File: src/rtl/mem_access_unit.sv
// MEM-stage data-memory access unit: req/gnt/rvalid master with byte-lane steering and load extension.
// Result registered (latency 1 for non-mem/misaligned ops); stall held high while a transaction is in REQ or WAIT.
module mem_access_unit #(
  parameter int unsigned TIMEOUT_CYCLES = 255
) (
  input  logic        clk,
  input  logic        reset,
  input  logic        ex_valid,
  input  logic        ex_MemRead,
  input  logic        ex_MemWrite,
  input  logic [1:0]  ex_MemSize,
  input  logic        ex_MemSign,
  input  logic [31:0] ex_ALUout,
  input  logic [31:0] ex_RegB,
  input  logic [4:0]  ex_Rd,
  input  logic        ex_RegWrite,
  input  logic        flush,
  output logic        stall,
  output logic        dmem_req,
  output logic        dmem_we,
  output logic [31:0] dmem_addr,
  output logic [3:0]  dmem_be,
  output logic [31:0] dmem_wdata,
  input  logic        dmem_gnt,
  input  logic        dmem_rvalid,
  input  logic [31:0] dmem_rdata,
  output logic        wb_valid,
  output logic [31:0] wb_data,
  output logic [4:0]  wb_Rd,
  output logic        wb_RegWrite,
  output logic        wb_misalign,
  output logic        wb_buserr
);

  localparam logic [1:0]  S_IDLE  = 2'b00;
  localparam logic [1:0]  S_REQ   = 2'b01;
  localparam logic [1:0]  S_WAIT  = 2'b10;
  localparam logic [15:0] TO_LAST = 16'(TIMEOUT_CYCLES - 1);

  logic [1:0]  state;
  logic [15:0] to_cnt;
  logic [31:0] cap_addr;
  logic [1:0]  cap_size;
  logic        cap_sign;
  logic [4:0]  cap_rd;
  logic        cap_regwrite;
  logic        kill;
  logic        we_q;
  logic [3:0]  be_q;
  logic [31:0] wdata_q;

  logic        is_mem;
  logic        misalign;
  logic [3:0]  be_n;
  logic [31:0] wdata_n;
  logic [7:0]  ld_byte;
  logic [15:0] ld_half;
  logic [31:0] load_data;
  logic        to_hit;
  logic        kill_now;

  // Lane steering and alignment check on the incoming EX op.
  always_comb begin
    is_mem   = ex_MemRead | ex_MemWrite;
    misalign = 1'b0;
    be_n     = 4'b1111;
    wdata_n  = ex_RegB;
    case (ex_MemSize)
      2'b00: begin
        be_n    = 4'b0001 << ex_ALUout[1:0];
        wdata_n = {4{ex_RegB[7:0]}};
      end
      2'b01: begin
        misalign = ex_ALUout[0];
        be_n     = 4'b0011 << {ex_ALUout[1], 1'b0};
        wdata_n  = {2{ex_RegB[15:0]}};
      end
      default: misalign = |ex_ALUout[1:0];
    endcase
  end

  always_comb begin
    ld_byte = dmem_rdata[7:0];
    case (cap_addr[1:0])
      2'b01:   ld_byte = dmem_rdata[15:8];
      2'b10:   ld_byte = dmem_rdata[23:16];
      2'b11:   ld_byte = dmem_rdata[31:24];
      default: ld_byte = dmem_rdata[7:0];
    endcase
    ld_half = cap_addr[1] ? dmem_rdata[31:16] : dmem_rdata[15:0];
    case (cap_size)
      2'b00:   load_data = {{24{cap_sign & ld_byte[7]}}, ld_byte};
      2'b01:   load_data = {{16{cap_sign & ld_half[15]}}, ld_half};
      default: load_data = dmem_rdata;
    endcase
  end

  assign to_hit     = (to_cnt == TO_LAST);
  assign kill_now   = kill | flush;
  assign stall      = (state == S_REQ) || (state == S_WAIT);
  assign dmem_req   = (state == S_REQ);
  assign dmem_we    = we_q;
  assign dmem_addr  = {cap_addr[31:2], 2'b00};
  assign dmem_be    = be_q;
  assign dmem_wdata = wdata_q;

  always_ff @(posedge clk) begin
    if (!reset) begin
      state        <= S_IDLE;
      to_cnt       <= '0;
      cap_addr     <= '0;
      cap_size     <= '0;
      cap_sign     <= 1'b0;
      cap_rd       <= '0;
      cap_regwrite <= 1'b0;
      kill         <= 1'b0;
      we_q         <= 1'b0;
      be_q         <= '0;
      wdata_q      <= '0;
      wb_valid     <= 1'b0;
      wb_data      <= '0;
      wb_Rd        <= '0;
      wb_RegWrite  <= 1'b0;
      wb_misalign  <= 1'b0;
      wb_buserr    <= 1'b0;
    end else begin
      wb_valid    <= 1'b0;
      wb_misalign <= 1'b0;
      wb_buserr   <= 1'b0;
      case (state)
        S_IDLE: begin
          if (ex_valid && !flush) begin
            if (!is_mem) begin
              wb_valid    <= 1'b1;
              wb_data     <= ex_ALUout;
              wb_Rd       <= ex_Rd;
              wb_RegWrite <= ex_RegWrite;
            end else if (misalign) begin
              wb_valid    <= 1'b1;
              wb_misalign <= 1'b1;
              wb_data     <= ex_ALUout;
              wb_Rd       <= ex_Rd;
              wb_RegWrite <= 1'b0;
            end else begin
              state        <= S_REQ;
              to_cnt       <= '0;
              cap_addr     <= ex_ALUout;
              cap_size     <= ex_MemSize;
              cap_sign     <= ex_MemSign;
              cap_rd       <= ex_Rd;
              cap_regwrite <= ex_RegWrite;
              kill         <= 1'b0;
              we_q         <= ex_MemWrite;
              be_q         <= be_n;
              wdata_q      <= wdata_n;
            end
          end
        end
        S_REQ: begin
          // A grant wins over both flush and timeout: the memory has already taken the request.
          if (dmem_gnt) begin
            if (we_q) begin
              state <= S_IDLE;
              if (!flush) begin
                wb_valid    <= 1'b1;
                wb_data     <= cap_addr;
                wb_Rd       <= cap_rd;
                wb_RegWrite <= 1'b0;
              end
            end else begin
              state  <= S_WAIT;
              kill   <= flush;
              to_cnt <= to_cnt + 16'd1;
            end
          end else if (flush) begin
            state <= S_IDLE;
          end else if (to_hit) begin
            state       <= S_IDLE;
            wb_valid    <= 1'b1;
            wb_buserr   <= 1'b1;
            wb_data     <= cap_addr;
            wb_Rd       <= cap_rd;
            wb_RegWrite <= 1'b0;
          end else begin
            to_cnt <= to_cnt + 16'd1;
          end
        end
        S_WAIT: begin
          if (dmem_rvalid) begin
            state <= S_IDLE;
            if (!kill_now) begin
              wb_valid    <= 1'b1;
              wb_data     <= load_data;
              wb_Rd       <= cap_rd;
              wb_RegWrite <= cap_regwrite;
            end
          end else if (to_hit) begin
            state <= S_IDLE;
            if (!kill_now) begin
              wb_valid    <= 1'b1;
              wb_buserr   <= 1'b1;
              wb_data     <= cap_addr;
              wb_Rd       <= cap_rd;
              wb_RegWrite <= 1'b0;
            end
          end else begin
            to_cnt <= to_cnt + 16'd1;
            if (flush) kill <= 1'b1;
          end
        end
        default: state <= S_IDLE;
      endcase
    end
  end

endmodule
File: config.mk
export PLATFORM = sky130hd
export DESIGN_NAME = mem_access_unit
export DESIGN_NICKNAME = d
export VERILOG_FILES = /design/src/rtl/mem_access_unit.sv
export SDC_FILE = /design/constraint.sdc
export NUM_CORES = 1
export LEC_CHECK = 0
export CAP_MARGIN = 20
export CORE_MARGIN = 4
export CORE_UTILIZATION = 45
export DETAILED_ROUTE_END_ITERATION = 6
export PLACE_DENSITY = 0.82
export SLEW_MARGIN = 40
export SYNTH_ARGS = -nofsm -noshare
export SYNTH_HDL_FRONTEND = slang
export SYNTH_SLANG_ARGS = --single-unit
File: constraint.sdc
create_clock -name clk -period 3.47 [get_ports clk]
set_input_delay 0.347 -clock clk [delete_from_list [all_inputs] [get_ports clk]]
set_output_delay 0.347 -clock clk [all_outputs]
set_load 0.05 [all_outputs]
==> impl_metrics.env <==
export IMPL_num_vias=7488
export IMPL_fin_crit_ns=2.805
export IMPL_cpLargestDelayFamily="simple AND/OR/NAND/NOR gates"
export IMPL_synth_edf_count=0
export IMPL_worst_pin_slew_ns=0.7623
export IMPL_maxCapViolCount=0
export IMPL_wl_per_cell_um=18.45
export IMPL_crit_buf_inv=1
export IMPL_rrSetupSlack_ns=0.66
export IMPL_finish_instance_area_sq_um=9976
export IMPL_async_reset_ff_share_pct=0
export IMPL_holdWs_ns=0.4535
export IMPL_relSlewSlack_pct=48.64
export IMPL_diodes=0
export IMPL_clockRootBuffer="clkbuf_16"
export IMPL_place_inst=1267
export IMPL_syn_area_sq_um=7194
export IMPL_finalCoreUtilization_pct=64.66
export IMPL_seq_area_frac_synth_pct=38.40
export IMPL_synthCells=919
export IMPL_ir_worst_vdd_mv=0.3636
export IMPL_seq_area_sq_um=2763
export IMPL_cts_setup_buffers=0
export IMPL_htreeDepth=4
export IMPL_end_kind="flip-flop"
export IMPL_ctsHoldBuffers=0
export IMPL_gp_congestion=0.8966
export IMPL_syn_area_per_cell_sq_um=7.829
export IMPL_cts_tree="done"
export IMPL_syn_to_final_growth_pct=38.66
export IMPL_grt_use_total_pct=26.01
export IMPL_routed_via_density=5.764
export IMPL_port_buffers=222
export IMPL_ys_ff_latch=138
export IMPL_io_pins=225
export IMPL_start_util_pct=46.63
export IMPL_die_w_um=134.4
export IMPL_core_area_sq_um=15430
export IMPL_critPathSlowestCell="or4_4"
export IMPL_slew_viol_final=0
export IMPL_synth_flop_cell="dfxtp_1"
export IMPL_die_h_um=134.4
export IMPL_synth_warnings=0
export IMPL_hold_viol_final=0
export IMPL_postPlaceCellArea_sq_um=9353
export IMPL_rsz0062_at_grt="false"
export IMPL_nets=1194
export IMPL_finalSetupTns_ns=0
export IMPL_drt_total_wl_um=23970
export IMPL_critical_path_cell_chain="ha_1 -> or4b_4 -> or4_4 -> a21boi_2 -> o2111a_2 -> buf_12 -> o21ai_0 -> a31oi_1"
export IMPL_grt_pass1_vias=7003
export IMPL_worst_ep_required_time_ns=3.81
export IMPL_initialDrtViolationCount=713
export IMPL_worst_skew_pair_late_latency_ns=0.42
export IMPL_setup_violations=0
export IMPL_drive_above_1_share_pct=6.985
export IMPL_crit_fanout=68
export IMPL_min_path_type="flip-flop to flip-flop"
export IMPL_grt_max_degree=91
export IMPL_fmax_ghz=0.3565
export IMPL_filler_cell_count=1293
export IMPL_cts_resized=0
export IMPL_criticalPathCategory="flip-flop to flip-flop"
export IMPL_firstDrtPassIters=6
export IMPL_synth_cell_types=63
export IMPL_layout_cells_non_filler=1299
export IMPL_power_leakage_uw=0.003589
export IMPL_status="finished clean"
export IMPL_dieArea_sq_um=18070
export IMPL_clock_skew_ns=0.007432
export IMPL_numCtsBuffers=17
export IMPL_numClockSinks=138
export IMPL_antenna_found_initial=0
export IMPL_period_share_pct=80.84
export IMPL_fp_row_count=45
export IMPL_overflow=0
export IMPL_clockBufferDepth=2
export IMPL_drc=0
export IMPL_multiInputGateArea_sq_um=3842
export IMPL_dpl_hpwl_um=16820
export IMPL_power_per_cell_area_nw_per_um2=463.7
export IMPL_cp_data_arrival_time_ns=3.15
export IMPL_max_stage_delay_ns=0.58
export IMPL_grt_pass1_wl_um=37780
export IMPL_drtAntennaViolNets=0
export IMPL_crit_path_start_kind="flip-flop"
export IMPL_clk_pin_slew_ns=0.06
[cells in the final DEF, fill, tap and decap left out, types with 3 or more instances in the layout]
master / netlist / final
a221oi_1: 7 / 7
buf_12: 0 / 4
buf_4: 35 / 16
o21a_1: 10 / 10
nand2b_1: 15 / 15
inv_6: 0 / 4
nand4_1: 4 / 4
a21oi_1: 110 / 110
inv_1: 16 / 15
a211oi_1: 25 / 25
clkinv_2: 0 / 3
nor2_1: 72 / 72
or2_2: 3 / 3
a31oi_1: 33 / 33
o21ai_0: 63 / 63
a32oi_1: 6 / 6
and3_1: 29 / 29
a311o_1: 5 / 5
nor3_1: 7 / 7
clkbuf_16: 0 / 17
clkdlybuf4s50_1: 0 / 222
o31ai_1: 3 / 3
nand2_1: 144 / 144
a22oi_1: 7 / 7
bufinv_16: 0 / 4
nand3_1: 10 / 9
nor4_1: 5 / 5
o211ai_1: 7 / 7
a21o_1: 3 / 3
mux2_2: 6 / 6
dfxtp_1: 138 / 138
a41oi_1: 3 / 3
ha_1: 6 / 5
mux2i_1: 36 / 36
[tightest hold or removal path, stage by stage (launching register included)]
cell and delay [ns]:
dfxtp_1 0.31, nand2_1 0.05, a21oi_1 0.05
[flip-flops by register name, indices dropped and copies added, names as in the netlist, 4 cells and up]
signal,cells
cap_addr,32
cap_rd,5
dmem_be,4
dmem_wdata,32
to_cnt,16
wb_Rd,5
wb_data,32
[per-stage QoR]
stage	setup WS, ns	total power, uW
finish	0.6649	4626
detailed placement	0.5559	2715
CTS	0.6717	4644
global route	0.5266	4793
floorplan	1.008	2336
global placement	0.6277	2703
[where the power goes]
group	internal, uW	switching [uW]
registers	1660	52.9
clock network	1210	720
logic	378	598
[area by class of cell]
cell class | instances | area share [%]
Clock inverter | 13 | 1.906
Timing Repair Buffer | 242 | 24.28
Multi-Input combinational cell | 660 | 38.52
Tap cell | 211 | 2.646
Sequential cell | 138 | 27.69
Inverter | 16 | 0.6146
Clock buffer | 19 | 4.340
[path summary, 6_finish.rpt]
kind / startpoint / cells past startpoint / end
worst max-delay path: to_cnt[1]$_SDFFE_PN0P_ / 8 / wb_data[23]$_SDFFE_PN0P_
worst max register to register: to_cnt[1]$_SDFFE_PN0P_ / 8 / wb_data[23]$_SDFFE_PN0P_
worst min-delay path: dmem_wdata[27]$_SDFFE_PN0P_ / 2 / dmem_wdata[27]$_SDFFE_PN0P_
worst min register to register: dmem_wdata[27]$_SDFFE_PN0P_ / 2 / dmem_wdata[27]$_SDFFE_PN0P_
[cell usage after synthesis (all sizes together), types with 6 or more instances]
master | n | area share, %
nand2 | 144 | 7.5
dfxtp | 138 | 38
a21oi | 110 | 7.7
nor2 | 72 | 3.8
o21ai | 63 | 4.4
clkbuf | 61 | 3.2
buf | 45 | 4.4
mux2i | 36 | 5.0
a31oi | 33 | 2.9
and3 | 29 | 2.5
a211oi | 25 | 2.6
inv | 16 | 0.83
nand2b | 16 | 1.5
nand3 | 10 | 0.70
o21a | 10 | 1.0
nor3 | 8 | 0.63
a221oi | 7 | 0.85
a22oi | 7 | 0.73
o211ai | 7 | 0.73
a32oi | 6 | 0.73
ha | 6 | 1.0
mux2 | 6 | 0.94
[routing by layer]
| metal | track usage, % | vias up | share of wire (%) |
|---|---|---|---|
| met5 | 0 | - | 0 |
| met4 | 9.785 | 0 | 3.2 |
| met3 | 6.264 | 55 | 8.2 |
| met2 | 41.01 | 402 | 47 |
| met1 | 34.62 | 3458 | 41 |
| li1 | - | 3573 | - |
[cells by family (layout without fill, tap and decap cells)]
group / after synthesis / after routing / synth area share, %
buffers and inverters: 122 / 290 / 8.452
muxes: 44 / 44 / 6.574
DFF: 138 / 138 / 38.40
AOI/OAI and AO/OA: 299 / 299 / 25.77
adders and majority gates: 6 / 6 / 1.043
other: 1 / 2 / 0.05212
and+or+nand+nor: 309 / 309 / 19.70
Power figures use the tool's default switching activity.
